<file path="src/rtl/psum_accumulator.sv">
// psum_accumulator: accumulates a group of signed partial sums from the PE.
// At the end of the group the sum is requantized with a rounding arithmetic
// right shift, then saturated to an OW-bit activation. The result is held in
// a single registered valid/ready output slot.
// Optional build macro PSUM_ACC_RELU_EN: negative results are forced to zero
// before output saturation, so o_sat then reports only positive clipping.
module psum_accumulator #(
    parameter int IW = 17,
    parameter int AW = 24,
    parameter int OW = 8,
    parameter int SW = 5
) (
    input  logic          i_clk,
    input  logic          i_rst_n,
    input  logic          i_valid,
    output logic          o_ready,
    input  logic [IW-1:0] i_psum,
    input  logic          i_last,
    input  logic [SW-1:0] i_shift,
    input  logic          i_flush,
    output logic          o_valid,
    input  logic          i_ready,
    output logic [OW-1:0] o_data,
    output logic          o_ovf,
    output logic          o_sat
);

    typedef enum logic [1:0] {IDLE, ACC, OUT} state_t;

    localparam logic signed [AW:0]   ACC_MAX = (AW+1)'((1 << (AW-1)) - 1);
    localparam logic signed [AW:0]   ACC_MIN = (AW+1)'(-(1 << (AW-1)));
    localparam logic signed [AW+1:0] Q_MAX   = (AW+2)'((1 << (OW-1)) - 1);
    localparam logic signed [AW+1:0] Q_MIN   = (AW+2)'(-(1 << (OW-1)));

    state_t                 state_q, state_d;
    logic   [AW-1:0]        acc_q;
    logic                   ovf_q;
    logic                   accept;

    logic signed [AW:0]     sum_raw;
    logic signed [AW-1:0]   sum_c;
    logic                   clamp;
    logic                   ovf_d;
    logic [SW-1:0]          sh_e;
    logic signed [AW+1:0]   rnd, biased, r;
    logic signed [OW-1:0]   q_d;
    logic                   sat_d;

    assign accept = i_valid && (state_q != OUT);

    // State register
    always_ff @(posedge i_clk or negedge i_rst_n) begin
        if (!i_rst_n) state_q <= IDLE;
        else          state_q <= state_d;
    end

    // Next state and ready; flush wins over everything, including a handshake
    always_comb begin
        state_d = state_q;
        o_ready = (state_q != OUT);
        if (i_flush)                        state_d = IDLE;
        else if (accept)                    state_d = i_last ? OUT : ACC;
        else if (state_q == OUT && i_ready) state_d = IDLE;
    end

    // Accumulate with clamp, then round/shift/saturate for the closing beat
    always_comb begin
        // A beat taken in IDLE starts a fresh group, so the old acc is ignored
        sum_raw = (state_q == IDLE ? '0 : {acc_q[AW-1], acc_q})
                + {{(AW+1-IW){i_psum[IW-1]}}, i_psum};
        clamp = 1'b0;
        sum_c = sum_raw[AW-1:0];
        if (sum_raw > ACC_MAX) begin
            sum_c = AW'(ACC_MAX);
            clamp = 1'b1;
        end else if (sum_raw < ACC_MIN) begin
            sum_c = AW'(ACC_MIN);
            clamp = 1'b1;
        end
        ovf_d = ((state_q == IDLE) ? 1'b0 : ovf_q) | clamp;

        // Any shift beyond AW+1 gives the same rounded result (0) as AW+1,
        // so the shift is capped there and the rounding term fits AW+2 bits.
        sh_e   = (32'(i_shift) > AW + 1) ? SW'(AW + 1) : i_shift;
        rnd    = '0;
        if (sh_e != '0) rnd = (AW+2)'(1) << (sh_e - 1'b1);
        biased = {{2{sum_c[AW-1]}}, sum_c} + rnd;
        r      = biased >>> sh_e;
`ifdef PSUM_ACC_RELU_EN
        if (r[AW+1]) r = '0;
`endif
        sat_d = 1'b0;
        q_d   = OW'(r);
        if (r > Q_MAX) begin
            q_d   = OW'(Q_MAX);
            sat_d = 1'b1;
        end else if (r < Q_MIN) begin
            q_d   = OW'(Q_MIN);
            sat_d = 1'b1;
        end
    end

    // Accumulator, sticky overflow and the registered output slot
    always_ff @(posedge i_clk or negedge i_rst_n) begin
        if (!i_rst_n) begin
            acc_q   <= '0;
            ovf_q   <= 1'b0;
            o_valid <= 1'b0;
            o_data  <= '0;
            o_ovf   <= 1'b0;
            o_sat   <= 1'b0;
        end else if (i_flush) begin
            acc_q   <= '0;
            ovf_q   <= 1'b0;
            o_valid <= 1'b0;
        end else if (accept) begin
            ovf_q <= ovf_d;
            if (i_last) begin
                acc_q   <= '0;
                o_valid <= 1'b1;
                o_data  <= q_d;
                o_sat   <= sat_d;
                o_ovf   <= ovf_d;
            end else begin
                acc_q <= sum_c;
            end
        end else if (o_valid && i_ready) begin
            o_valid <= 1'b0;
            acc_q   <= '0;
        end
    end

endmodule

</file>
<file path="config.mk">
export PLATFORM = sky130hd
export DESIGN_NAME = psum_accumulator
export DESIGN_NICKNAME = d
export VERILOG_FILES = /design/src/rtl/psum_accumulator.sv
export SDC_FILE = /design/constraint.sdc
export NUM_CORES = 1
export LEC_CHECK = 0
export CAP_MARGIN = 5
export CORE_MARGIN = 4
export CORE_UTILIZATION = 45
export DETAILED_ROUTE_END_ITERATION = 7
export HOLD_SLACK_MARGIN = 0.05
export PLACE_DENSITY = 0.69
export SLEW_MARGIN = 20
export SYNTH_ARGS = -nofsm -noshare
export SYNTH_HDL_FRONTEND = slang
export SYNTH_SLANG_ARGS = --single-unit
</file>
<file path="constraint.sdc">
create_clock -name i_clk -period 7.5 [get_ports i_clk]
set_clock_uncertainty 0.05 [all_clocks]
set_input_delay 2.25 -clock i_clk [delete_from_list [all_inputs] [get_ports i_clk]]
set_output_delay 2.25 -clock i_clk [all_outputs]
set_load 0.005 [all_outputs]
</file>
==> results of run 1 <==
cell type report:
class                   count  area (um^2)  area share [%]
inverters                  26         97.6           0.946
repair buffers            319         2530            24.5
clock buffers               6          139            1.35
multi-input cells         809         6350            61.6
flip-flops and latches     38          951            9.22
well taps                 188          235            2.28
clock inverters             2         12.5           0.121
how the worst max path moves through the flow:
stage	from	endpoint	slack, ns	cells past startpoint
6_report	i_psum[1]	o_sat	-0.91	32
5_1_grt	i_psum[1]	o_sat	-1.16	32
2_1_floorplan	i_psum[1]	o_sat	-0.62	32
3_3_place_gp	i_psum[1]	o_data[5]	-1.36	30
4_1_cts	i_psum[1]	o_sat	-0.63	29
3_5_place_dp	i_psum[1]	o_data[5]	-1.41	30
repair_timing:
| item | CTS | global route |
|---|---|---|
| setup buffers | 23 | 10 |
| cloned | 1 | 0 |
| setup endpoints to repair | 8 | 8 |
| pin swaps | 55 | 38 |
| resized for setup | 97 | 32 |
| hold buffers | 0 | 0 |
worst register-to-register path: cells and delay by family, from the launching register on:
| kind | cells | cell delay [ns] |
|---|---|---|
| compound gates | 19 | 3.65 |
| simple gates | 7 | 1.37 |
| fa+ha+maj | 3 | 0.84 |
| buf+inv | 5 | 0.52 |
| flops | 1 | 0.41 |
| xor+xnor | 1 | 0.36 |
layout by cell type (no fill, tap or decap), types with 11 or more instances in the layout:
| cell type | Yosys | layout |
|---|---|---|
| a21oi_1 | 73 | 62 |
| nor3_1 | 20 | 17 |
| clkdlybuf4s50_1 | 0 | 26 |
| a221o_1 | 22 | 22 |
| nor2_1 | 95 | 93 |
| xnor2_1 | 26 | 25 |
| xor2_1 | 17 | 16 |
| ha_1 | 49 | 26 |
| maj3_1 | 19 | 14 |
| nor2b_1 | 33 | 31 |
| and2_1 | 16 | 15 |
| dfrtp_1 | 38 | 38 |
| buf_4 | 4 | 271 |
| nand3_1 | 22 | 19 |
| o211ai_1 | 16 | 16 |
| ha_4 | 0 | 20 |
| a31oi_1 | 18 | 12 |
| a21oi_2 | 1 | 11 |
| a21o_1 | 26 | 25 |
| nand2_1 | 87 | 86 |
| o21a_1 | 12 | 12 |
| nand2b_1 | 14 | 14 |
| inv_1 | 24 | 22 |
| o21ai_1 | 8 | 11 |
| o21ai_0 | 47 | 40 |
| a211oi_1 | 22 | 14 |
| mux2i_1 | 16 | 15 |
kinds of logic after synthesis:
kind of cell | count (synthesis)
fa+ha+maj | 70
simple gates | 334
mux | 25
xor+xnor | 43
compound gates | 337
flops | 38
buf+inv | 91
flip-flops by register name, indices dropped and copies added (netlist names):
signal and cells:
acc_q 24, o_data 8, state_q 2, o_ovf 1, o_sat 1, o_valid 1
ovf_q 1
metrics by stage:
step           hold slack (ns)  worst slack [ns]  total power, mW  TNS (ns)  std cells
4_1_cts                  0.429            -0.629             1.35     -4.75       1378
2_1_floorplan            0.392            -0.624            0.712     -4.60        938
5_1_grt                  0.458             -1.16             1.48     -8.94       1388
6_report                 0.425            -0.906             1.40     -6.92       1388
3_5_place_dp             0.415             -1.41             1.06    -11.04       1346
3_3_place_gp             0.405             -1.36             1.05    -10.48       1346
power groups by stage:
stage | Combinational, mW | Sequential, mW | Clock, mW
2_1_floorplan | 0.473 | 0.239 | 0
3_3_place_gp | 0.807 | 0.239 | 0
3_5_place_dp | 0.820 | 0.239 | 0
4_1_cts | 0.884 | 0.236 | 0.227
5_1_grt | 1.00 | 0.239 | 0.238
6_report | 0.937 | 0.236 | 0.226
per-layer routing:
layer	track usage (%)	wire length [um]	vias up
met1	36.1	11100	4058
li1	-	-	4029
met3	4.22	1720	75
met5	0	0	-
met4	10.0	941	0
met2	46.6	12000	366
==> flow_summary_export.csv, run 1 <==
group,metric,value,unit
outcome,status,"finished, violations left",
outcome,violations,"setup timing",
sta,finalCritPeriodShare,112,%
pwr,pwr-share-comb,67.0,%
route,routed_wirelength,25.8,mm
floorplan,row_count,45,
sta,maxSlewHeadroom,34.4,%
route,drt_first_pass_iters,5,
worst_setup_path,rr_worst_depth,35,
placed_design,io_buffers,39,
clock_tree,h-tree-depth,2,
finish,fill_cells,1197,
worst_setup_path,cp-start-kind,"primary input",
clock_tree,cts.clk_slew.worst_paths,0.06,ns
synthesis,yosysSeqAreaShare,13.6,%
worst_setup_path,reg2reg_slack,0.17,ns
synthesis,synthCells,938,
run,max-cap-violations,0,
worst_setup_path,cp.arrival,8.51,ns
pwr,pwr-share-seq,16.9,%
worst_setup_path,crit_buf_inv,4,
clock_tree,numCtsBuffers,5,
pwr,netSwitchingPower,579,uW
grt,gr-total-overflow,0,
finish,fin_nets,1278,
grt,grt_max_degree,40,
min_path,hp-class,"flip-flop to flip-flop",
synthesis,synth_xor_area_share,5.39,%
sta,max_freq,0.119,GHz
route,drc,0,
floorplan,die-area,17600,um^2
synthesis,synth_top_cell_by_area,"dfrtp_1",
synthesis,muxShareOfSynthArea,4.39,%
synthesis,ys_top_cells_by_count,"nor2_1, nand2_1, a21oi_1",
route,num_vias,8528,
synthesis,synth_edf_count,0,
worst_setup_path,required,7.60,ns
finish,final_area,10300,um^2
clock_tree,cts-root-buf,"clkbuf_16",
route,antenna_left,0,
clock_tree,clock_latency,0.29,ns
pwr,pwr-share-clk,16.2,%
worst_setup_path,worstReg2RegStart,"state_q[1]",
grt,grt_util_all_layers,27.7,%
worst_setup_path,cp-end-kind,"flip-flop",
synthesis,syn_area_per_cell,7.45,um^2
clock_tree,cts_num_sinks,38,
placed_design,placed_area,9340,um^2
sta,finalHoldViolCount,0,
worst_setup_path,slowest_delay,0.40,ns
clock_tree,cts_tree,"yes",
floorplan,dieWidth,133,um
worst_setup_path,slowest_stage,"a211o_4",
synthesis,yosysUniqueCellTypes,97,
synthesis,synth_area_leaders,"dfrtp_1, ha_1, a21oi_1",
pwr,p_per_area,136,nW/um^2
synthesis,async_flop_share,100,%
worst_setup_path,r2r-end,"o_sat",
synthesis,synth_nets,1017,
worst_setup_path,crit_family,"compound AO/OA/AOI/OAI gates",
clock_tree,ctsLongestPathBuffers,2,
finish,post-route-util,67.9,%
pwr,swShare,41.4,%
sta,rsz0062_at_grt,"true",
pwr,vdd.ir_drop.worst,83.1,uV
route,drtIter0Drc,790,
pwr,leakage,4.66,nW
worst_setup_path,cp_max_fo,8,
floorplan,pin_count,40,
finish,antennaDiodeCount,0,
synthesis,synth-compound-area-share,35.3,%
worst_setup_path,critPathKind,"primary input to flip-flop",
synthesis,yosysWarnings,0,
grt,antenna_found_initial,0,
synthesis,yosysMostFrequentCell,"nor2_1",
floorplan,die_h,133,um
min_path,hold_depth,2,
sta,setup_slack,-0.906,ns
placed_design,hpwl,18.4,mm
sta,drv_slew,0,
grt,grt_pass1_vias,8196,
synthesis,synth_ff_type,"dfrtp_1",
sta,setup_viol,8,
sta,worstMarginPinSlew,0.984,ns
floorplan,start_util,46.0,%
sta,post-route-min-period,8.41,ns
finish,drive_gt1_share,36.6,%
min_path,worstHoldEndpoint,"acc_q[23]",
synthesis,synth_area,6990,um^2
synthesis,synth_top_cell_area_share,13.6,%
floorplan,core,15200,um^2
route,wl_per_cell,18.6,um
synthesis,yosys.area_share.simple,23.8,%
synthesis,synth-seq-cells,38,
finish,syn_to_final_growth,47.6,%
placed_design,place.gp.congestion,0.953,
synthesis,synth_top_family_by_area,"compound AO/OA/AOI/OAI gates",
pwr,intPower,821,uW
route,avgViaCountPerCell,6.14,
min_path,hold_start,"acc_q[23]",
synthesis,synth_fa_ha_area_share,12.1,%
grt,grt_first_pass_wirelength,40.7,mm
Note: power is estimated with default switching activity, not from simulation.
==> inputs of run 2 (changes only) <==
CELL_PAD_IN_SITES_DETAIL_PLACEMENT = 0   (was not set)
CELL_PAD_IN_SITES_GLOBAL_PLACEMENT = 1   (was not set)
CORE_UTILIZATION = 42   (was 45)
PLACE_DENSITY = not set   (was 0.69)
PLACE_DENSITY_LB_ADDON = 0.08   (was not set)
SLEW_MARGIN = 15   (was 20)
==> run 2 against run 1 <==
Effect of this change: the run still ends with setup timing left; sequential share of layout area shrank 0.47 points; critical path depth grew 1; wire length grew 6.4%; die area grew 6.7%; register-to-register slack gained 0.18 ns; highest routed layer unchanged.
==> flow_summary_export.csv, run 2 (synthesized netlist as in run 1, its figures left out) <==
group,metric,value,unit
finish,fill_cells,1375,
route,antenna_left,0,
clock_tree,cts_num_sinks,38,
finish,largestRegisters,"acc_q: 24 flops, o_data: 8 flops, state_q: 2 flops",
sta,rsz0062_at_grt,"true",
placed_design,place.gp.congestion,0.967,
sta,max_freq,0.121,GHz
pwr,pwr-share-clk,18.6,%
sta,drv_slew,0,
pwr,swShare,40.2,%
clock_tree,cts_tree,"yes",
route,drtIter0Drc,564,
placed_design,hpwl,20.7,mm
finish,drive_gt1_share,40.2,%
min_path,hp-class,"flip-flop to flip-flop",
pwr,intPower,923,uW
route,wl_per_cell,19.1,um
floorplan,die-area,18800,um^2
clock_tree,cts.clk_slew.worst_paths,0.06,ns
worst_setup_path,required,7.60,ns
grt,grt_pass1_vias,8445,
placed_design,io_buffers,39,
min_path,hold_start,"o_data[7]",
floorplan,dieWidth,137,um
grt,gr-total-overflow,0,
route,drc,0,
pwr,vdd.ir_drop.worst,93.2,uV
clock_tree,h-tree-depth,2,
sta,finalHoldViolCount,0,
floorplan,core,16100,um^2
worst_setup_path,slowest_delay,0.40,ns
pwr,p_total,1.54,mW
finish,layout_common_cells,"buf_4, nor2_1, nand2_1",
worst_setup_path,r2r-end,"o_sat",
finish,regMostFlops,"acc_q",
pwr,pwr-share-comb,66.1,%
route,drt_first_pass_iters,5,
worst_setup_path,cp-end-kind,"flip-flop",
pwr,pwr-share-seq,15.3,%
worst_setup_path,critPathKind,"primary input to flip-flop",
route,num_vias,8577,
finish,final_common_cell,"buf_4",
grt,antenna_found_initial,0,
route,routed_wirelength,27.5,mm
clock_tree,ctsLongestPathBuffers,2,
worst_setup_path,crit_family,"compound AO/OA/AOI/OAI gates",
grt,grt_util_all_layers,28.7,%
sta,maxSlewHeadroom,34.0,%
worst_setup_path,crit_buf_inv,5,
sta,finalCritPeriodShare,110,%
pwr,netSwitchingPower,620,uW
clock_tree,clock_latency,0.30,ns
finish,antennaDiodeCount,0,
min_path,hold_depth,2,
floorplan,row_count,46,
outcome,status,"finished, violations left",
floorplan,start_util,43.4,%
clock_tree,cts-root-buf,"clkbuf_16",
pwr,p_per_area,142,nW/um^2
floorplan,die_h,137,um
worst_setup_path,slowest_stage,"fa_2",
grt,grt_max_degree,40,
route,avgViaCountPerCell,5.97,
pwr,leakage,4.83,nW
clock_tree,numCtsBuffers,5,
sta,worstMarginPinSlew,0.990,ns
sta,setup_viol,8,
min_path,worstHoldEndpoint,"o_data[7]",
worst_setup_path,rr_worst_depth,36,
floorplan,pin_count,40,
worst_setup_path,cp.arrival,8.38,ns
finish,syn_to_final_growth,55.6,%
outcome,violations,"setup timing",
run,max-cap-violations,0,
sta,holdWs,0.431,ns
grt,grt_first_pass_wirelength,43.3,mm
sta,post-route-min-period,8.28,ns
worst_setup_path,cp_max_fo,8,
worst_setup_path,reg2reg_slack,0.35,ns
finish,fin_nets,1298,
worst_setup_path,cp-start-kind,"primary input",
sta,setup_slack,-0.781,ns
finish,largest_reg_flops,24,
worst_setup_path,worstReg2RegStart,"state_q[1]",
[run 2: cell types whose count changed in the layout (fill, tap and decap cells not counted), moves of 3 or more]
cell / delta
nor2_2: +4
buf_6: +8
a21oi_2: +8
nor2_1: -6
buf_12: +3
buf_4: +8
a21oi_1: -10
o21ai_0: -3
a31oi_4: +3
[run 2: through the flow]
stage	cells	util [%]	setup TNS [ns]	setup slack, ns	cell area [um^2]
after CTS	1424	64.8	-5.24	-0.719	10400
after global routing	1436	67.5	-8.02	-1.05	10900
after floorplan	938	-	-4.60	-0.624	7140
after detailed placement	1375	58.3	-12.31	-1.56	9400
final	1436	67.5	-5.91	-0.781	10900
after global placement	1375	58.3	-11.16	-1.41	9390
[run 2: per-layer routing]
metal | global-route usage, % | vias up | share of wire, %
li1 | - | 4072 | -
met5 | 0 | - | 0
met1 | 39.3 | 4146 | 45
met2 | 46.9 | 290 | 46
met3 | 3.71 | 69 | 5.7
met4 | 9.04 | 0 | 3.4
[run 2: cell type report]
cell class | instances | area (um^2) | share of cell area (%)
flip-flops and latches | 38 | 951 | 8.74
well taps | 216 | 270 | 2.49
inverters | 26 | 97.6 | 0.897
clock inverters | 3 | 68.8 | 0.633
repair buffers | 339 | 2750 | 25.3
clock buffers | 5 | 125 | 1.15
multi-input cells | 809 | 6610 | 60.8
[run 2: worst max-delay path by stage]
stage / start / end / slack (ns) / cells after the start
global placement: i_psum[1] / o_sat / -1.41 / 30
detailed placement: i_psum[1] / o_sat / -1.56 / 30
floorplan: i_psum[1] / o_sat / -0.62 / 32
CTS: i_psum[1] / o_sat / -0.72 / 33
finish: i_psum[1] / o_sat / -0.78 / 33
global route: i_psum[1] / o_sat / -1.05 / 33
[run 2: timing repair]
| item | CTS | global route |
|---|---|---|
| resized for setup | 119 | 76 |
| buffers inserted | 39 | 17 |
| cloned | 2 | 0 |
| hold endpoints to repair | 0 | 0 |
| setup endpoints to repair | 9 | 8 |
| hold buffers | 0 | 0 |
| pin swaps | 77 | 54 |
[run 2: worst min-delay path: cells and delay by family, from the launching register on]
kind	cells	cell delay [ns]
AOI/OAI and AO/OA	1	0.06
DFF	1	0.34
and+or+nand+nor	1	0.05
[run 2: power groups by stage]
| stage | logic, mW | clock network, mW | registers (mW) |
|---|---|---|---|
| 4_1_cts | 0.941 | 0.289 | 0.236 |
| 5_1_grt | 1.09 | 0.296 | 0.238 |
| 3_5_place_dp | 0.835 | 0 | 0.240 |
| 2_1_floorplan | 0.473 | 0 | 0.239 |
| 3_3_place_gp | 0.819 | 0 | 0.239 |
| 6_report | 1.02 | 0.287 | 0.236 |
==> inputs of run 3 (changes only) <==
HOLD_SLACK_MARGIN = 0.03   (was 0.05)
RECOVER_POWER = 50   (was not set)
==> run 3 against run 2 <==
Effect of this change: the flow finishes with violations (capacitance limit, slew limit, setup timing); worst hold slack about the same; count of clock-buffer cells in the layout is the same; global-route usage did not move; sequential share of layout area about the same.
==> flow_summary_export.csv, run 3 (synthesized netlist as in run 1, its figures left out) <==
group,metric,value,unit
worst_setup_path,cp-start-kind,"primary input",
sta,setup_viol,8,
route,dr_wl_met2,12.7,mm
worst_setup_path,reg2reg_slack,0.38,ns
grt,antenna_found_initial,0,
outcome,violations,"capacitance limit, slew limit, setup timing",
clock_tree,cts_tree,"yes",
worst_setup_path,cp-end-kind,"flip-flop",
outcome,status,"finished, violations left",
clock_tree,ctsHoldBuffers,0,
sta,rsz0062_at_grt,"true",
finish,syn_to_final_growth,55.6,%
route,antenna_left,0,
floorplan,die-area,18800,um^2
route,drt_first_pass_iters,5,
sta,maxSlewHeadroom,-49.2,%
finish,final_common_cell,"buf_4",
clock_tree,clock_latency,0.30,ns
sta,setup_slack,-0.760,ns
floorplan,row_count,46,
worst_setup_path,required,7.60,ns
floorplan,dieWidth,137,um
finish,post-route-util,67.5,%
pwr,p_per_area,142,nW/um^2
min_path,worstHoldEndpoint,"o_data[7]",
worst_setup_path,worstReg2RegStart,"state_q[1]",
placed_design,place.gp.congestion,0.967,
clock_tree,numCtsBuffers,5,
clock_tree,h-tree-depth,2,
route,wl_per_cell,19.2,um
sta,drv_slew,39,
worst_setup_path,cp_max_fo,8,
worst_setup_path,rr_worst_depth,36,
finish,largestRegisters,"acc_q: 24 flops, o_data: 8 flops, state_q: 2 flops",
finish,final_cell_count_no_fill,1436,
finish,largest_reg_flops,24,
pwr,vdd.ir_drop.worst,93.2,uV
finish,layout_common_cells,"buf_4, nor2_1, nand2_1",
route,num_vias,8572,
sta,finalHoldViolCount,0,
pwr,leakage,4.83,nW
grt,grt_util_all_layers,28.7,%
route,top_layer,"met4",
route,met1Wirelength,12.4,mm
grt,grt_pass1_vias,8445,
route,route.met3.wl,1.52,mm
sta,worstMarginPinSlew,2.24,ns
finish,fin_nets,1298,
sta,max_freq,0.121,GHz
route,drtIter0Drc,607,
finish,regMostFlops,"acc_q",
min_path,hold_depth,2,
worst_setup_path,slowest_delay,0.40,ns
clock_tree,cts-root-buf,"clkbuf_16",
min_path,hold_start,"o_data[7]",
placed_design,io_buffers,39,
route,routed_wirelength,27.6,mm
route,avgViaCountPerCell,5.97,
sta,finalCritPeriodShare,110,%
worst_setup_path,slowest_stage,"fa_2",
floorplan,die_h,137,um
clock_tree,ctsLongestPathBuffers,2,
floorplan,start_util,43.4,%
placed_design,place_inst,1375,
min_path,hp-class,"flip-flop to flip-flop",
clock_tree,cts_num_sinks,38,
grt,gr-total-overflow,0,
worst_setup_path,r2r-end,"o_sat",
route,drc,0,
floorplan,pin_count,40,
clock_tree,cts.clk_slew.worst_paths,0.06,ns
sta,post-route-min-period,8.26,ns
placed_design,hpwl,20.7,mm
worst_setup_path,critPathKind,"primary input to flip-flop",
sta,holdWs,0.431,ns
run,max-cap-violations,1,
finish,antennaDiodeCount,0,
worst_setup_path,cp.arrival,8.36,ns
finish,drive_gt1_share,40.2,%
grt,grt_max_degree,40,
sta,setup_tns,-5.74,ns
floorplan,core,16100,um^2
grt,grt_first_pass_wirelength,43.3,mm
-- run 3: changes by cell type in the layout (fill, tap and decap cells not counted), sizes merged --
cell | before | now
buf | 303 | 302
dlygate4sd3 | 0 | 1
clkdlybuf4s50 | 26 | 25
clkbuf | 7 | 8
-- run 3: cell type report --
type                       instances  area, um^2
fill                            1376        5240
inverter                          26        97.6
tap                              216         270
sequential                        38         951
clock inverter                     3        68.8
clock buffer                       5         125
timing repair buffer             339        2750
multi-input combinational        809        6610
-- run 3: worst max path at each step --
stage             to       from  cells after the start
3_3_place_gp   o_sat  i_psum[1]                     30
6_report       o_sat  i_psum[1]                     33
5_1_grt        o_sat  i_psum[1]                     33
2_1_floorplan  o_sat  i_psum[1]                     32
4_1_cts        o_sat  i_psum[1]                     33
3_5_place_dp   o_sat  i_psum[1]                     30
-- run 3: timing repair --
item | in CTS | in global routing
endpoints found under the setup margin | 9 | 8
cloned | 2 | 0
resized for setup | 119 | 76
pin swaps | 77 | 54
buffers inserted | 39 | 17
-- run 3: through the flow --
| step | total power, mW | instance area (um^2) | setup WS (ns) |
|---|---|---|---|
| finish | 1.54 | 10900 | -0.760 |
| floorplan | 0.712 | 7140 | -0.624 |
| global placement | 1.06 | 9390 | -1.41 |
| detailed placement | 1.07 | 9400 | -1.56 |
| global route | 1.63 | 10900 | -1.05 |
| CTS | 1.47 | 10400 | -0.719 |
-- run 3: per-layer routing --
layer | vias to the layer above | track usage, %
li1 | 4076 | -
met5 | - | 0
met2 | 283 | 46.9
met4 | 0 | 9.04
met3 | 63 | 3.71
met1 | 4150 | 39.3
-- run 3: critical path: cells and delay by family --
family                   cells  cell delay [ns]
buffers and inverters        5             0.73
adder cells (fa/ha/maj)      2             0.60
multiplexers                 1             0.19
XOR/XNOR                     1             0.29
AND/OR/NAND/NOR              4             0.42
AO/OA/AOI/OAI               20             3.87
-- run 3: report_power, final --
part	internal (mW)	switching (mW)
clock network	0.191	0.0945
logic	0.506	0.514
registers	0.226	0.0108
total	0.923	0.619
